[config.mk]
export PLATFORM = sky130hd
export DESIGN_NAME = memi_loader_flat
export DESIGN_NICKNAME = d
export VERILOG_FILES = /design/src/rtl/memi_loader_if.sv /design/src/rtl/memi_loader.sv /design/src/flat_wrapper.sv
export SDC_FILE = /design/constraint.sdc
export NUM_CORES = 1
export LEC_CHECK = 0
export ABC_AREA = 0
export BUFFER_PORTS_ARGS = -buffer_cell sky130_fd_sc_hd__buf_2
export CORE_MARGIN = 4
export CORE_UTILIZATION = 50
export DETAILED_ROUTE_END_ITERATION = 8
export PLACE_DENSITY = 0.76
export SLEW_MARGIN = 25
export SYNTH_ARGS = -nofsm -noshare
export SYNTH_HDL_FRONTEND = slang
export SYNTH_SLANG_ARGS = --single-unit
export TNS_END_PERCENT = 10
[constraint.sdc]
create_clock -name CLK -period 3.4 [get_ports CLK]
set_clock_uncertainty 0.1 [all_clocks]
set_input_delay 0.34 -clock CLK [delete_from_list [all_inputs] [get_ports CLK]]
set_output_delay 0.34 -clock CLK [all_outputs]
set_load 0.05 [all_outputs]
[src/rtl/memi_loader_if.sv]
// Stream-in / MEMI-out bus bundle for the instruction line loader.
// master drives the request, stream beat and swap ack; slave is the loader.
interface memi_loader_if #(
  parameter int unsigned ADRS = 14,
  parameter int unsigned BITS = 128,
  parameter int unsigned INW  = 32
) ();
  logic              START;
  logic [ADRS-1:0]   LEN;
  logic [INW-1:0]    DIN;
  logic              DVALID;
  logic              DREADY;
  logic [ADRS-1:0]   WA;
  logic [2*BITS-1:0] DW;
  logic              WCEB;
  logic              BANK;
  logic              SWAP_REQ;
  logic              SWAP_ACK;
  logic              BUSY;
  logic              DONE;

  modport master (
    output START, LEN, DIN, DVALID, SWAP_ACK,
    input  DREADY, WA, DW, WCEB, BANK, SWAP_REQ, BUSY, DONE
  );

  modport slave (
    input  START, LEN, DIN, DVALID, SWAP_ACK,
    output DREADY, WA, DW, WCEB, BANK, SWAP_REQ, BUSY, DONE
  );
endinterface

[src/rtl/memi_loader.sv]
// Assembles INW-bit stream beats into BITS-wide lines, writes them to the
// inactive MEMI bank, then handshakes a bank swap with the instruction reader.
module memi_loader #(
  parameter int unsigned ADRS = 14,
  parameter int unsigned BITS = 128,
  parameter int unsigned INW  = 32
) (
  input logic         CLK,
  input logic         RST,
  memi_loader_if.slave bus
);
  localparam int unsigned BEATS = BITS / INW;
  localparam int unsigned BW    = (BEATS > 1) ? $clog2(BEATS) : 1;

  typedef enum logic [2:0] {
    IDLE      = 3'd0,
    FILL      = 3'd1,
    WRITE     = 3'd2,
    WAIT_SWAP = 3'd3,
    FINISH    = 3'd4
  } state_t;

  state_t          state;
  logic [ADRS:0]   line_cnt;
  logic [ADRS-1:0] len_q;
  logic [BW-1:0]   beat_cnt;
  logic [BITS-1:0] line_buf;
  logic [BITS-1:0] line_nx;
  logic            last_beat;

  assign last_beat = (beat_cnt == BW'(BEATS - 1));

  // Partial line with the current beat merged into its lane.
  always_comb begin
    line_nx = line_buf;
    for (int unsigned i = 0; i < BEATS; i++) begin
      if (beat_cnt == BW'(i)) line_nx[i*INW +: INW] = bus.DIN;
    end
  end

  always_ff @(posedge CLK) begin
    if (RST) begin
      state        <= IDLE;
      line_cnt     <= '0;
      len_q        <= '0;
      beat_cnt     <= '0;
      line_buf     <= '0;
      bus.DREADY   <= 1'b0;
      bus.WA       <= '0;
      bus.DW       <= '0;
      bus.WCEB     <= 1'b1;
      bus.BANK     <= 1'b0;
      bus.SWAP_REQ <= 1'b0;
      bus.BUSY     <= 1'b0;
      bus.DONE     <= 1'b0;
    end else begin
      case (state)
        IDLE: begin
          if (bus.START && (bus.LEN != '0)) begin
            len_q      <= bus.LEN;
            line_cnt   <= '0;
            beat_cnt   <= '0;
            bus.DREADY <= 1'b1;
            bus.BUSY   <= 1'b1;
            state      <= FILL;
          end
        end
        FILL: begin
          if (bus.DVALID && bus.DREADY) begin
            line_buf <= line_nx;
            if (last_beat) begin
              bus.DREADY <= 1'b0;
              bus.WCEB   <= 1'b0;
              bus.WA     <= line_cnt[ADRS-1:0];
              bus.DW     <= {{BITS{1'b0}}, line_nx};
              state      <= WRITE;
            end else begin
              beat_cnt <= beat_cnt + BW'(1);
            end
          end
        end
        WRITE: begin
          bus.WCEB <= 1'b1;
          line_cnt <= line_cnt + 1'b1;
          if ((line_cnt + 1'b1) == {1'b0, len_q}) begin
            bus.SWAP_REQ <= 1'b1;
            state        <= WAIT_SWAP;
          end else begin
            beat_cnt   <= '0;
            bus.DREADY <= 1'b1;
            state      <= FILL;
          end
        end
        WAIT_SWAP: begin
          if (bus.SWAP_ACK) begin
            bus.BANK <= ~bus.BANK;
            bus.DONE <= 1'b1;
            state    <= FINISH;
          end
        end
        FINISH: begin
          bus.DONE     <= 1'b0;
          bus.SWAP_REQ <= 1'b0;
          bus.BUSY     <= 1'b0;
          state        <= IDLE;
        end
        default: state <= IDLE;
      endcase
    end
  end
endmodule

[src/flat_wrapper.sv]
// flat-port wrapper written by rule: the top's interface ports become plain ports
module memi_loader_flat 
#(
  parameter int unsigned ADRS = 14,
  parameter int unsigned BITS = 128,
  parameter int unsigned INW  = 32
)
  (CLK, RST, bus_START, bus_LEN, bus_DIN, bus_DVALID, bus_SWAP_ACK, bus_DREADY, bus_WA, bus_DW, bus_WCEB, bus_BANK, bus_SWAP_REQ, bus_BUSY, bus_DONE);
  memi_loader_if #(.ADRS(ADRS), .BITS(BITS), .INW(INW)) bus_i ();
  input logic CLK;
  input logic RST;
  input wire logic [$bits(bus_i.START)-1:0] bus_START;
  input wire logic [$bits(bus_i.LEN)-1:0] bus_LEN;
  input wire logic [$bits(bus_i.DIN)-1:0] bus_DIN;
  input wire logic [$bits(bus_i.DVALID)-1:0] bus_DVALID;
  input wire logic [$bits(bus_i.SWAP_ACK)-1:0] bus_SWAP_ACK;
  output wire logic [$bits(bus_i.DREADY)-1:0] bus_DREADY;
  output wire logic [$bits(bus_i.WA)-1:0] bus_WA;
  output wire logic [$bits(bus_i.DW)-1:0] bus_DW;
  output wire logic [$bits(bus_i.WCEB)-1:0] bus_WCEB;
  output wire logic [$bits(bus_i.BANK)-1:0] bus_BANK;
  output wire logic [$bits(bus_i.SWAP_REQ)-1:0] bus_SWAP_REQ;
  output wire logic [$bits(bus_i.BUSY)-1:0] bus_BUSY;
  output wire logic [$bits(bus_i.DONE)-1:0] bus_DONE;
  assign bus_i.START = bus_START;
  assign bus_i.LEN = bus_LEN;
  assign bus_i.DIN = bus_DIN;
  assign bus_i.DVALID = bus_DVALID;
  assign bus_i.SWAP_ACK = bus_SWAP_ACK;
  assign bus_DREADY = bus_i.DREADY;
  assign bus_WA = bus_i.WA;
  assign bus_DW = bus_i.DW;
  assign bus_WCEB = bus_i.WCEB;
  assign bus_BANK = bus_i.BANK;
  assign bus_SWAP_REQ = bus_i.SWAP_REQ;
  assign bus_BUSY = bus_i.BUSY;
  assign bus_DONE = bus_i.DONE;
  memi_loader #(.ADRS(ADRS), .BITS(BITS), .INW(INW)) u_core (.CLK(CLK), .RST(RST), .bus(bus_i));
endmodule
Word-level counts from Yosys, hierarchy flattened:

Cells that the tools add are included.

* register bits: 310
* input bits: 51
* output and inout port bits: 276
* word-level logic and storage cells: 82

* $add $sub $neg: 2
* bitwise operators: 1
* muxes and demuxes: 28
* equal/unequal tests: 15
* reduce and logical (&&, ||, !) cells: 23

Operator list (number)
* $mux 32: 4
* $pmux 15 s2: 1
* $add 15x1->15 const B: 1
* $eq 15x14->1: 1
* $mux 15: 1
* $reduce_and 2->1: 7
* $reduce_bool 14->1: 1
* $mux 3: 4
* $pmux 3 s4: 1
* $mux 2: 5
* $reduce_and 5->1: 2
* $reduce_bool 2->1: 5
* $ne 2x1->1 const B: 4
* $pmux 1 s2: 4
* $eq 3x2->1 const B: 2
* $mux 1: 6
* $ne 2x2->1 const B: 3
* $pmux 2 s3: 1
* $reduce_and 3->1: 2
* $eq 2x2->1 const B: 2
* $reduce_and 4->1: 1
* $eq 3x1->1 const B: 1
* $eq 3x3->1 const B: 1
* $logic_not 3->1: 1
* 7 further kinds: 8

Logic depth before layout (Yosys ltp):

Gate-level depths: netlist of run 1.

* depth in word-level cells: 4
* depth in mapped cells: 9
* gate-level depth less buffers: 8

Least setup slack after synthesis of run 1:

No wires, ideal clock.

* kind: flip-flop to flip-flop
* from: reg u_core.line_cnt[0]
* to: reg u_core.bus.DREADY
* stages on the path, launching flop included: 10
* data arrival time: 2349 ps
* required time: 3183 ps
* setup time: 117 ps
* slack: 833 ps
* period minus slack after synthesis: 2567 ps
* cells stage by stage: dfxtp_1 ha_1 and4_1 buf_6 nand2_4 or4b_4 o211ai_2 o211ai_1 or4_4 a32o_1

* word-level cells in the longest chain between the ends: 4

Ends and longest elaborated chain
* start, declared: line memi_loader.sv:24 `logic [ADRS:0] line_cnt;`
* start signal, assigned: line memi_loader.sv:84 `line_cnt <= line_cnt + 1'b1;`
* $add 15x1->15: line memi_loader.sv:85 `if ((line_cnt + 1'b1) == {1'b0, len_q}) begin`
* $eq 15x14->1: line memi_loader.sv:85
* $ne 2x2->1 (no line)
* $reduce_and 5->1 (no line)
* end signal, assigned: line memi_loader.sv:63 `bus.DREADY <= 1'b1;`
* end signal, assigned: line memi_loader.sv:72 `bus.DREADY <= 1'b0;`
* end signal, assigned: line memi_loader.sv:90 `bus.DREADY <= 1'b1;`
* end, declared: line memi_loader_if.sv:29 `output DREADY, WA, DW, WCEB, BANK, SWAP_REQ, BUSY, DONE`

No other way between the ends.
A chain may end at the register's enable or synchronous reset.

Worst setup path in the final report of run 1:

Same ends and word-level chain as after synthesis.

==> impl_metrics.csv, run 1 <==
group,metric,value,unit
finish,finalNetCount,1676,
pwr,ir_drop,0.346,mV
detailed_routing,routed_via_density,5.11,
grt,antenna_found_initial,0,
setup_path,worstPathArrival,3.18,ns
floorplan,rows,56,
finish,layout-drive-gt1-share,17.4,%
setup_path,crit_path_max_fanout,7,
timing,setup-tns-final,0,ns
pwr,power.total,7.20,mW
flow_run,max_cap_viol_count,0,
timing,hold_violations,0,
logic_synthesis,synth-main-ff-cell,"dfxtp_1",
pwr,internal_power,5.38,mW
logic_synthesis,syn_inst,1473,
clocking,cts_buffers,29,
clocking,clock-sinks,278,
setup_path,timing.rr.start,"u_core.line_cnt[0]",
setup_path,cp-start-kind,"register",
timing,whs,0.0138,ns
clocking,cts_tree,"built",
detailed_routing,wl_per_cell,15.5,um
detailed_routing,drt_wl_total,30.4,mm
setup_path,reg2reg_depth,8,
clocking,path_clk_slew,0.06,ns
finish,multi_input_area,5710,um2
logic_synthesis,synth_commonest_cells,"nand2_1, dfxtp_1, a21oi_1",
place,gp_congestion,0.834,
hold_path,hold_start,"bus_LEN[9]",
setup_path,reg2reg_slack,0.55,ns
finish,post-route-util,59.1,%
pwr,p_switching,1.82,mW
timing,worst_pin_slew,0.877,ns
floorplan,core-area,23800,um2
pwr,p_clk_share,45.1,%
detailed_routing,drt_iter0_markers,708,
finish,area_delta_synth_final,14.7,%
pwr,powerDensity,513,nW/um2
pwr,leakage,5.56,nW
clocking,postCtsHoldBufs,14,
floorplan,die_h,164,um
grt,grt_first_pass_wirelength,47.5,mm
floorplan,io_pins,327,
hold_path,whs_path_depth,3,
grt,first_global_vias,9313,
logic_synthesis,ys_top_cells_by_area,"dfxtp_1, nand2_1, buf_4",
setup_path,crit_type,"register to register",
timing,fin_crit,2.85,ns
logic_synthesis,synth_top_area_share,45.5,%
floorplan,die_w,164,um
pwr,seqPwrFrac,46.0,%
floorplan,die_area,27100,um2
detailed_routing,firstDrtPassIters,5,
logic_synthesis,ys_warn_count,0,
clocking,insertion_delay,0.53,ns
timing,max_freq,0.350,GHz
setup_path,critPathLaunch,"u_core.line_cnt[0]",
logic_synthesis,synth_area,12200,um2
setup_path,crit_required,3.73,ns
place,hpwl,20.0,mm
grt,track_usage,21.1,%
logic_synthesis,synth_edf_count,0,
logic_synthesis,synth_cell_types,57,
logic_synthesis,yosysTopAreaCell,"dfxtp_1",
pwr,switching_share,25.3,%
clocking,clk_path_buf_depth,3,
clocking,cts_root_buf,"clkbuf_16",
timing,fin_crit_sh,83.9,%
setup_path,endpoint_kind,"register",
timing,slew_headroom,40.9,%
logic_synthesis,ys_seq_elements,278,
place,io_buffer_count,198,
timing,finalSetupViolCount,0,
pwr,power_frac_comb,8.9,%
timing,rsz0062_at_grt,"no",
setup_path,r2r_end,"u_core.bus.DREADY",
detailed_routing,vias,10021,
hold_path,whs_endpoint,"u_core.len_q[9]",
finish,layout.area.seq,5570,um2
logic_synthesis,avgSynthCellArea,8.31,um2
logic_synthesis,synth_seq_area_share,45.5,%
logic_synthesis,yosysMostFrequentCell,"nand2_1",
detailed_routing,ant_nets,0,
clocking,cts_setup_buffers,0,
clocking,h-tree-depth,1,
timing,final_max_slew_viol_count,0,
floorplan,start_util,51.5,%
clocking,cts_resized,0,
outcome,outcome,"completed",
logic_synthesis,async_flop_share,0,%
finish,fillers,2134,
grt,grt_overflow,0,
hold_path,hold_class,"input port to register",
grt,grt_start_max_net_pins,109,
detailed_routing,drcViolationCount,0,
-- metrics by stage --
stage / cell area, um2 / cells / worst slack (ns)
6_report: 14000 / 1962 / 0.547
5_1_grt: 14000 / 1961 / 0.370
4_1_cts: 14000 / 1961 / 0.558
3_5_place_dp: 12900 / 1894 / 0.572
3_3_place_gp: 12900 / 1894 / 0.655
2_1_floorplan: 12700 / 1600 / 0.833
-- critical path, cell delays in order (launching register included) --
cell	delay (ns)
dfxtp_1	0.47
ha_1	0.31
and4_1	0.40
nand2_4	0.11
or4b_4	0.49
o211ai_2	0.07
o211ai_1	0.10
or4_4	0.48
a32o_1	0.23
-- kinds of logic after synthesis --
| group | share of synthesized area, % |
|---|---|
| fa+ha+maj | 0.511 |
| other cells | 0.0306 |
| simple gates | 17.3 |
| compound gates | 15.5 |
| mux | 8.01 |
| buf+inv | 11.9 |
| flops | 45.5 |
| xor+xnor | 1.36 |
-- cells in the final DEF (no fill, tap or decap), types with 4 or more instances in the layout --
cell type / n
a211oi_1: 99
a21oi_1: 171
a31oi_1: 7
and2_1: 4
and3_1: 4
buf_12: 5
buf_2: 197
buf_4: 15
clkbuf_1: 5
clkbuf_16: 29
clkbuf_8: 10
clkinv_2: 6
conb_1: 128
dfxtp_1: 278
dlygate4sd3_1: 14
inv_1: 4
mux2i_1: 98
nand2_1: 320
nand2b_1: 4
nand3_1: 22
nand4_1: 4
nor2_1: 119
nor3_1: 5
nor4_1: 4
o21ai_0: 16
xnor2_1: 12
xor2_1: 7
-- flip-flops by register name, summed over array words and instances, names as in the netlist --
name / cells
u_core.bus.WA: 14
u_core.line_cnt: 15
u_core.bus.BANK: 1
u_core.bus.BUSY: 1
u_core.len_q: 14
u_core.beat_cnt: 2
u_core.bus.DREADY: 1
u_core.bus.SWAP_REQ: 1
u_core.bus.DONE: 1
u_core.line_buf: 96
u_core.state: 3
u_core.bus.WCEB: 1
u_core.bus.DW: 128
-- layer usage --
metal	part of all wire, %	global-route usage (%)
met3	7.5	4.77
met2	48	36.0
met5	0	0
met1	43	27.2
met4	1.6	5.48
-- worst max path at each step --
stage | endpoint | slack (ns) | depth (start not counted)
after floorplan | u_core.bus.DREADY | 0.83 | 9
after global placement | u_core.bus.DREADY | 0.66 | 8
after detailed placement | u_core.bus.DREADY | 0.57 | 8
after CTS | u_core.bus.DREADY | 0.56 | 8
after global routing | u_core.beat_cnt[0] | 0.37 | 8
final | u_core.bus.DREADY | 0.55 | 8
-- power groups by stage --
stage	Sequential [mW]	Clock (mW)	Combinational, mW
3_5_place_dp	3.38	0	0.622
2_1_floorplan	3.38	0	0.607
4_1_cts	3.31	3.30	0.636
6_report	3.31	3.25	0.644
3_3_place_gp	3.38	0	0.619
5_1_grt	3.31	3.45	0.686
-- layout make-up --
type | count | area share [%]
tap | 319 | 2.84
timing repair buffer | 232 | 9.63
clock buffer | 43 | 6.18
antenna | 1 | 0.0178
multi-input combinational | 1075 | 40.7
sequential | 278 | 39.6
inverter | 4 | 0.107
clock inverter | 10 | 0.918
Note: power is estimated with default switching activity, not from simulation.
==> inputs of run 2 (changes only) <==
Clock period 3.4 ns to 2.65 ns, I/O delays scaled along.
==> run 2 against run 1 <==
Compared with the run above:
- register-to-register slack worse by 0.42 ns
- largest cell class unchanged
- hold slack better by 0.025 ns
- via count up 4.1%
- critical path depth unchanged
- die area unchanged
==> impl_metrics.csv, run 2 (same netlist as run 1, synthesis figures left out) <==
group,metric,value,unit
outcome,outcome,"completed",
pwr,switching_share,25.5,%
clocking,insertion_delay,0.53,ns
timing,final_max_slew_viol_count,0,
detailed_routing,vias,10434,
place,place_area,13100,um2
setup_path,crit_type,"register to register",
detailed_routing,ant_nets,0,
floorplan,core-area,23800,um2
finish,final_cell_mix,"nand2_1, dfxtp_1, buf_2",
setup_path,endpoint_kind,"register",
setup_path,reg2reg_slack,0.12,ns
finish,fillers,2093,
setup_path,crit_required,3.00,ns
grt,first_global_vias,9666,
timing,max_freq,0.396,GHz
place,gp_congestion,0.889,
floorplan,start_util,51.5,%
floorplan,rows,56,
pwr,ir_drop,0.451,mV
grt,grt_first_pass_wirelength,50.0,mm
floorplan,io_pins,327,
finish,final_common_cell,"nand2_1",
setup_path,path_cells,"ha_2, and4_2, nand2_4, or4b_4, o211ai_2, o211ai_1, or4_4, a221oi_2",
setup_path,worstPathArrival,2.87,ns
place,hpwl,20.5,mm
grt,track_usage,22.3,%
place,io_buffer_count,198,
pwr,power_frac_comb,9.8,%
setup_path,critical_path.max_stage_delay,0.48,ns
timing,rsz0062_at_grt,"no",
place,dp_cells,1917,
detailed_routing,drcViolationCount,0,
timing,slew_headroom,57.5,%
finish,reg.largest.list,"u_core.bus.DW (128), u_core.line_buf (96), u_core.line_cnt (15)",
detailed_routing,drt_wl_total,31.8,mm
detailed_routing,wl_met2,15.5,mm
timing,setup-tns-final,0,ns
detailed_routing,routed_via_density,5.17,
clocking,cts_buffers,29,
finish,multi_input_area,5720,um2
finish,layout.area.seq,5570,um2
pwr,internal_power,6.86,mW
clocking,clock-sinks,278,
detailed_routing,drt_iter0_markers,835,
timing,worst_pin_slew,0.630,ns
clocking,path_clk_slew,0.06,ns
clocking,h-tree-depth,1,
detailed_routing,wl_met3,2.34,mm
setup_path,cp-start-kind,"register",
timing,hold_violations,0,
grt,grt_start_max_net_pins,95,
floorplan,die_area,27100,um2
floorplan,die_h,164,um
timing,whs,0.0390,ns
detailed_routing,firstDrtPassIters,5,
finish,layout-drive-gt1-share,18.2,%
pwr,seqPwrFrac,46.1,%
pwr,p_clk_share,44.2,%
flow_run,max_cap_viol_count,0,
finish,largest_reg_flops,128,
timing,fin_crit_sh,95.3,%
pwr,p_switching,2.35,mW
finish,finalNetCount,1736,
detailed_routing,met1_length,13.5,mm
timing,fin_crit,2.53,ns
pwr,powerDensity,631,nW/um2
finish,num_antenna_cells,0,
hold_path,hold_class,"input port to register",
clocking,cts_setup_buffers,0,
timing,finalSetupViolCount,0,
grt,antenna_found_initial,0,
finish,largest_register,"u_core.bus.DW",
detailed_routing,routed.top_layer,"met4",
clocking,clk_path_buf_depth,3,
setup_path,crit_path_max_fanout,7,
clocking,cts_tree,"built",
clocking,cts_root_buf,"clkbuf_16",
finish,final_area,14600,um2
pwr,leakage,5.81,nW
finish,final_cells,2020,
grt,grt_overflow,0,
finish,area_delta_synth_final,19.2,%
floorplan,die_w,164,um
detailed_routing,wl_per_cell,15.7,um
setup_path,cp_slowest_cell,"or4b_4",
-- run 2: cell count changes in the layout (fill, tap and decap cells not counted), sizes merged --
| cell | previous run | this run |
|---|---|---|
| dlygate4sd3 | 14 | 51 |
| inv | 5 | 4 |
| bufinv | 3 | 2 |
| clkinvlp | 0 | 1 |
| buf | 217 | 240 |
| diode | 1 | 0 |
-- run 2: worst paths after layout --
kind,end,from,cells past startpoint
worst min-delay path,u_core.state[0],bus_DVALID,3
worst max register to register,u_core.beat_cnt[0],u_core.line_cnt[1],8
worst min register to register,u_core.bus.DW[120],u_core.bus.DW[120],2
worst max-delay path,u_core.beat_cnt[0],u_core.line_cnt[1],8
-- run 2: routing by layer --
metal / vias up / global-route usage [%]
met4: 0 / 5.07
met2: 367 / 38.2
met1: 4877 / 29.7
met3: 47 / 3.84
met5: - / 0
li1: 5143 / -
-- run 2: area by class of cell --
type / instances / share of cell area (%)
Multi-Input combinational cell: 1075 / 39.2
Sequential cell: 278 / 38.1
Timing Repair Buffer: 292 / 13.2
Clock buffer: 43 / 5.95
Tap cell: 319 / 2.74
Clock inverter: 9 / 0.720
Inverter: 4 / 0.103
-- run 2: worst max-delay path, delay by kind of cell, from the launching register on --
kind / cells / cell delay (ns)
DFF: 1 / 0.34
and+or+nand+nor: 4 / 1.34
AOI/OAI and AO/OA: 3 / 0.41
adders and majority gates: 1 / 0.24
-- run 2: power groups by stage --
stage	logic, mW	clock network, mW	registers, mW
after floorplan	0.779	0	4.34
after global placement	0.818	0	4.33
after detailed placement	0.824	0	4.33
after CTS	0.886	4.14	4.24
after global routing	0.958	4.32	4.24
final	0.898	4.06	4.24
-- run 2: through the flow --
stage,power (mW),utilization (%),setup WS (ns)
2_1_floorplan,5.12,-,0.0833
3_3_place_gp,5.15,55.2,0.111
3_5_place_dp,5.16,55.2,0.0753
4_1_cts,9.27,61.4,0.0528
5_1_grt,9.52,61.4,0.0267
6_report,9.20,61.4,0.124
-- run 2: timing repair --
action | CTS | global route
hold endpoints to repair | 144 | 0
endpoints found under the setup margin | 0 | 3
resized for setup | 0 | 2
hold buffers | 51 | 0
